--- config.mk ---
export PLATFORM = sky130hd
export DESIGN_NAME = palram_arbiter
export DESIGN_NICKNAME = d
export VERILOG_FILES = /design/src/rtl/palram_arbiter.sv
export SDC_FILE = /design/constraint.sdc
export NUM_CORES = 1
export LEC_CHECK = 0
export CAP_MARGIN = 40
export CORE_ASPECT_RATIO = 0.5
export CORE_MARGIN = 2
export CORE_UTILIZATION = 45
export CTS_CLUSTER_DIAMETER = 150
export DETAILED_ROUTE_END_ITERATION = 8
export HOLD_SLACK_MARGIN = 0.1
export PLACE_DENSITY = 0.79
export SYNTH_ARGS = -nofsm -noshare
export SYNTH_HDL_FRONTEND = slang
export SYNTH_SLANG_ARGS = --single-unit
--- constraint.sdc ---
create_clock -name clk -period 2.9 [get_ports clk]
set_input_delay 0.58 -clock clk [delete_from_list [all_inputs] [get_ports clk]]
set_output_delay 0.58 -clock clk [all_outputs]
set_load 0.03 [all_outputs]
--- src/rtl/palram_arbiter.sv ---
// -----------------------------------------------------------------------------
// palram_arbiter
// Shares the single-port palette RAM between the GA25 pixel lookup and the
// main CPU. Pixel lookups own every active-video ce_pix cycle. The CPU uses
// every other cycle through a one-entry posted write buffer and a stalled
// read path.
//
// Ports
//   clk, reset        system clock, synchronous active-high reset
//   ce_pix            pixel clock enable
//   video_active      1 = pixel lookup needed on this ce_pix (not blanking)
//   pix_addr          colour index from GA25
//   pix_color         registered palette colour (black during blanking)
//   cpu_cs/rd/wr      CPU palette select and level read/write strobes
//   cpu_addr/din      CPU word address / write data
//   cpu_dout          registered CPU read data
//   cpu_busy          CPU must hold its request while high
//   ram_addr/wren/data  palette RAM address, write enable, write data
//   ram_q             palette RAM read data (one clock registered latency)
// -----------------------------------------------------------------------------
module palram_arbiter #(
    parameter int AW = 11,
    parameter int DW = 16
) (
    input  logic          clk,
    input  logic          reset,
    input  logic          ce_pix,
    input  logic          video_active,
    input  logic [AW-1:0] pix_addr,
    output logic [DW-1:0] pix_color,
    input  logic          cpu_cs,
    input  logic          cpu_rd,
    input  logic          cpu_wr,
    input  logic [AW-1:0] cpu_addr,
    input  logic [DW-1:0] cpu_din,
    output logic [DW-1:0] cpu_dout,
    output logic          cpu_busy,
    output logic [AW-1:0] ram_addr,
    output logic          ram_wren,
    output logic [DW-1:0] ram_data,
    input  logic [DW-1:0] ram_q
);

    localparam logic [1:0] ST_IDLE  = 2'd0;
    localparam logic [1:0] ST_ISSUE = 2'd1;
    localparam logic [1:0] ST_DONE  = 2'd2;

    logic [1:0]    state_r;
    logic          rd_inflight_r;   // read address went to the RAM last cycle
    logic [AW-1:0] rd_addr_r;       // address of the read being served
    logic          wb_full_r;
    logic [AW-1:0] wb_addr_r;
    logic [DW-1:0] wb_data_r;
    logic          pix_pend_r;
    logic          blank_pend_r;

    logic pix_slot_s;
    logic free_s;
    logic drain_s;
    logic rd_req_s;
    logic wr_req_s;
    logic wr_hit_s;
    logic fwd_s;
    logic rd_issue_s;
    logic wr_accept_s;
    logic rd_done_hit_s;

    // Slot classification and CPU request decode.
    // free_s is gated by reset so a buffered write cannot reach the RAM in
    // the cycle that discards it.
    always_comb begin
        pix_slot_s    = ce_pix & video_active;
        free_s        = ~pix_slot_s & ~reset;
        drain_s       = free_s & wb_full_r;
        rd_req_s      = cpu_cs & cpu_rd & ~cpu_wr;   // read+write counts as a write
        wr_req_s      = cpu_cs & cpu_wr;
        wr_hit_s      = (cpu_addr == wb_addr_r);
        fwd_s         = (state_r == ST_IDLE) & rd_req_s & wb_full_r & wr_hit_s;
        // A read only reaches the RAM once the buffer is empty, so it always
        // sees the most recent CPU write.
        rd_issue_s    = free_s & ~wb_full_r & rd_req_s &
                        (((state_r == ST_IDLE) & ~fwd_s) |
                         ((state_r == ST_ISSUE) & ~rd_inflight_r));
        // A different-address write can take the buffer in the cycle the old
        // entry drains, so busy never lasts beyond one drain.
        wr_accept_s   = wr_req_s & (~wb_full_r | wr_hit_s | drain_s);
        // DONE only satisfies a read that is still aimed at the served address;
        // a new address must not see stale data for even one cycle.
        rd_done_hit_s = (state_r == ST_DONE) & (cpu_addr == rd_addr_r);
    end

    // CPU stall: pending read not yet served, or write blocked by a full buffer.
    always_comb begin
        cpu_busy = (rd_req_s & ~rd_done_hit_s) | (wr_req_s & ~wr_accept_s);
    end

    // Palette RAM port mux: pixel, then buffer drain, then CPU read.
    always_comb begin
        ram_addr = pix_addr;
        ram_wren = 1'b0;
        ram_data = wb_data_r;
        if (pix_slot_s) begin
            ram_addr = pix_addr;
            ram_wren = 1'b0;
        end else if (drain_s) begin
            ram_addr = wb_addr_r;
            ram_wren = 1'b1;
        end else if (rd_issue_s) begin
            ram_addr = cpu_addr;
            ram_wren = 1'b0;
        end else begin
            ram_addr = pix_addr;
            ram_wren = 1'b0;
        end
    end

    // One-entry posted write buffer with same-address coalescing.
    always_ff @(posedge clk) begin
        if (reset) begin
            wb_full_r <= 1'b0;
            wb_addr_r <= '0;
            wb_data_r <= '0;
        end else if (wr_accept_s) begin
            wb_full_r <= 1'b1;
            wb_addr_r <= cpu_addr;
            wb_data_r <= cpu_din;
        end else if (drain_s) begin
            wb_full_r <= 1'b0;
        end
    end

    // CPU read FSM: forward from the buffer, or issue to RAM and capture ram_q.
    always_ff @(posedge clk) begin
        if (reset) begin
            state_r       <= ST_IDLE;
            rd_inflight_r <= 1'b0;
            rd_addr_r     <= '0;
            cpu_dout      <= '0;
        end else begin
            case (state_r)
                ST_IDLE: begin
                    if (fwd_s) begin
                        cpu_dout  <= wb_data_r;
                        rd_addr_r <= cpu_addr;
                        state_r   <= ST_DONE;
                    end else if (rd_req_s) begin
                        rd_addr_r     <= cpu_addr;
                        rd_inflight_r <= rd_issue_s;
                        state_r       <= ST_ISSUE;
                    end
                end
                ST_ISSUE: begin
                    if (rd_inflight_r) begin
                        cpu_dout      <= ram_q;
                        rd_inflight_r <= 1'b0;
                        state_r       <= ST_DONE;
                    end else if (rd_issue_s) begin
                        rd_inflight_r <= 1'b1;
                    end else if (!rd_req_s) begin
                        // Requester gave up before the read went out.
                        state_r <= ST_IDLE;
                    end
                end
                ST_DONE: begin
                    // Keep the held read data coherent with a CPU write to it.
                    if (wr_accept_s && (cpu_addr == rd_addr_r)) begin
                        cpu_dout <= cpu_din;
                    end
                    if (!cpu_cs || !cpu_rd || (cpu_addr != rd_addr_r)) begin
                        state_r <= ST_IDLE;
                    end
                end
                default: begin
                    state_r       <= ST_IDLE;
                    rd_inflight_r <= 1'b0;
                end
            endcase
        end
    end

    // Pixel colour register: RAM data the cycle after a lookup, black in blanking.
    always_ff @(posedge clk) begin
        if (reset) begin
            pix_pend_r   <= 1'b0;
            blank_pend_r <= 1'b0;
            pix_color    <= '0;
        end else begin
            pix_pend_r   <= pix_slot_s;
            blank_pend_r <= ce_pix & ~video_active;
            if (pix_pend_r) begin
                pix_color <= ram_q;
            end else if (blank_pend_r) begin
                pix_color <= '0;
            end
        end
    end

endmodule

==> metrics.yaml <==
dieArea_um2: 8910
synth_nets: 501
crit_required_ns: 2.32
io_pins: 122
antenna_found_initial: 0
cts_buffer_depth: 2
synth_compound_area_frac: 0.203
ys_warn_count: 0
synth_area_per_cell_um2: 8.37
grt_pass1_vias: 3461
startpoint: "cpu_addr[2]"
grt_pass1_wl_mm: 17.0
synth.area.top_cells: "dfxtp_1 42%, mux2i_1 7.7%, nor2_1 6.8%"
gp_congestion: 0.783
cp_max_fo: 3
rrSetupSlack_ns: 0.57
die-height_um: 67.8
holdPathStages: 2
synth_top_area_frac: 0.416
cp_slowest_stage_delay_ns: 0.57
cts_root_buf: "clkbuf_16"
r2r-start: "state_r[0]$_SDFFE_PP0P_"
worstPathArrival_ns: 2.20
cp-start-kind: "primary input"
route.met2.wl_mm: 5.20
post_drt_wl_per_cell_um: 15.5
fmaxAchievable_mhz: 359
wl_met3_um: 595
worstHoldPathType: "register to register"
cts_tree: "yes"
nets: 629
synthFlopType: "dfxtp_1"
worst_slew_pin_slew_ns: 0.924
fillCellCount: 676
setup_violations: 0
critical_path_class: "primary input to primary output"
syn_to_final_growth_pct: 48.5
synthXorXnorAreaFrac: 0.0527
io_buffer_count: 121
gr-total-overflow: 0
path_cells: "clkdlybuf4s50_1, xnor2_2, nand4_1, or3_1, nand3b_1, a21boi_0, buf_2"
syn_area_um2: 3660
hold_slack_ns: 0.472
cts.sinks: 76
synthMuxAreaShare: 0.0766
drt-vias-per-instance: 5.30
p_leak_nw: 2.18
crit_end: "cpu_busy"
cts_setup_buffers: 0
synth-simple-area-share: 0.181
num_vias: 3612
yosysSeqAreaShare: 0.416
synth_top_family_by_area: "compound AO/OA/AOI/OAI gates"
dr.pass1.iters: 4
fin_crit_ns: 2.78
area.sequential_um2: 1520
synthArstFlopShare: 0
clkTransAtPathRegs_ns: 0.05
drive_gt1_frac: 0.123
ir_drop_v: 0.000329
num_rows: 23
grt_start_max_net_pins: 64
coreArea_um2: 7940
synth_top_area_cell: "dfxtp_1"
met1_length_mm: 4.62
die_x_um: 132
maxSlewViolCount: 0
multi_input_area_um2: 1950
crit_path_top_delay_cell: "clkdlybuf4s50_1"
start_util: 0.461
maxCapViolCount: 0
numCtsBuffers: 9
synthDistinctLibCells: 37
routed_wl_mm: 10.6
ff2ff_path_depth: 9
synth_edf_count: 0
ys_seq_elements: 76
drtIter0Drc: 225
endpoint_kind: "primary output"
status: "finished, final reports clean"
drc_errors: 0
timing.final.hold_violations: 0
power_density_nw_per_um2: 738
synth_cells: 437
reg2reg_to: "cpu_dout[5]$_SDFFE_PP0P_"
synth-adder-area-share: 0.0103
h-tree-depth: 3
finalClockSkew_ns: 0.00469
maxSlewHeadroom: 0.384
dp_hpwl_mm: 7.34
worstSkewPairLatency_ns: 0.33
highest_layer: "met4"
post-route-period-util: 0.960
diodes: 0
finalWorstSetupSlack_ns: 0.116
dp_worst_setup_slack_ns: -0.317
ant_nets: 0
grtUsageTotal: 0.242
cts_hold_buf: 0
cell type report:
| class | count | share of cell area |
|---|---|---|
| flip-flops and latches | 76 | 0.280 |
| clock inverters | 2 | 0.00645 |
| well taps | 112 | 0.0258 |
| repair buffers | 150 | 0.268 |
| inverters | 22 | 0.0152 |
| clock buffers | 13 | 0.0461 |
| multi-input cells | 306 | 0.358 |
kinds of logic after synthesis:
logic type / Yosys count
fa+ha+maj: 3
buf+inv: 55
xor+xnor: 22
mux: 28
simple gates: 149
flops: 76
compound gates: 104
worst min-delay path by stage:
stage                                  to  slack (ns)                  startpoint
5_1_grt          cpu_dout[7]$_SDFFE_PP0P_        0.49    cpu_dout[7]$_SDFFE_PP0P_
3_5_place_dp     cpu_dout[7]$_SDFFE_PP0P_        0.46    cpu_dout[7]$_SDFFE_PP0P_
3_3_place_gp    rd_addr_r[4]$_SDFFE_PP0P_        0.45   rd_addr_r[4]$_SDFFE_PP0P_
6_report        rd_addr_r[7]$_SDFFE_PP0P_        0.47   rd_addr_r[7]$_SDFFE_PP0P_
2_1_floorplan  rd_inflight_r$_SDFFE_PP0P_        0.44  rd_inflight_r$_SDFFE_PP0P_
4_1_cts         rd_addr_r[7]$_SDFFE_PP0P_        0.47   rd_addr_r[7]$_SDFFE_PP0P_
power by group:
group	total (mW)	switching, mW	internal [mW]
combinational	1.68	0.977	0.706
clock	1.08	0.401	0.684
sequential	1.24	0.0744	1.16
total	4.01	1.45	2.55
layout by cell type (no fill, tap or decap), types with 2 or more instances in the layout:
cell type	netlist	routed
clkdlybuf4s50_1	0	103
dfxtp_1	76	76
nor2_1	66	66
nand2_1	50	50
buf_4	1	37
a21oi_1	32	32
mux2i_1	28	28
inv_1	22	22
o21ai_0	19	19
nor3b_1	17	17
a22oi_1	16	16
o22ai_1	11	11
xor2_1	11	11
xnor2_1	11	10
o32ai_2	10	10
clkbuf_16	0	9
o32ai_1	6	6
nand4_1	4	4
dlymetal6s2s_1	0	4
nand3_1	3	3
ha_1	3	3
clkbuf_1	25	3
buf_12	0	3
nor3_1	2	2
nor4_2	0	2
a311o_1	2	2
buf_2	4	2
flip-flops by register name, indices dropped and copies added (netlist names):
name,count
wb_full_r,1
wb_addr_r,11
rd_inflight_r,1
pix_color,16
pix_pend_r,1
cpu_dout,16
blank_pend_r,1
ram_data,16
state_r,2
rd_addr_r,11
stage by stage:
| step | std cells | utilization | TNS, ns | total power [mW] | instance area (um^2) |
|---|---|---|---|---|---|
| 2_1_floorplan | 437 | - | 0 | 2.32 | 3660 |
| 3_3_place_gp | 665 | 0.641 | -2.73 | 2.89 | 5090 |
| 5_1_grt | 681 | 0.684 | -0.00860 | 4.23 | 5430 |
| 3_5_place_dp | 666 | 0.645 | -3.28 | 2.93 | 5120 |
| 6_report | 681 | 0.684 | 0 | 4.01 | 5430 |
| 4_1_cts | 681 | 0.682 | 0 | 4.02 | 5420 |
per-layer routing:
layer	vias up	track usage
li1	1775	-
met1	1701	0.281
met2	124	0.449
met3	12	0.0601
met4	0	0.0829
met5	-	0
synth_stat cells, drive strengths merged (3+ instances only):
| cell type | number |
|---|---|
| nor3b | 17 |
| a22oi | 16 |
| xor2 | 11 |
| o21ai | 19 |
| dfxtp | 76 |
| o32ai | 16 |
| nand2 | 50 |
| nand4 | 4 |
| nor2 | 66 |
| a21oi | 33 |
| buf | 8 |
| mux2i | 28 |
| nand3 | 3 |
| clkbuf | 25 |
| inv | 22 |
| ha | 3 |
| xnor2 | 11 |
| o22ai | 11 |
timing repair:
action | 4_1_cts | 5_1_grt
cloned | 0 | 0
setup endpoints to repair | 1 | 1
hold endpoints to repair | 0 | 0
resized for setup | 6 | 7
pin swaps | 0 | 0
critical path, delay by kind of cell:
family,cells,cell delay [ns]
simple gates,3,0.63
buf+inv,2,0.76
compound gates,1,0.09
xor+xnor,1,0.14
Note: power is estimated with default switching activity, not from simulation.
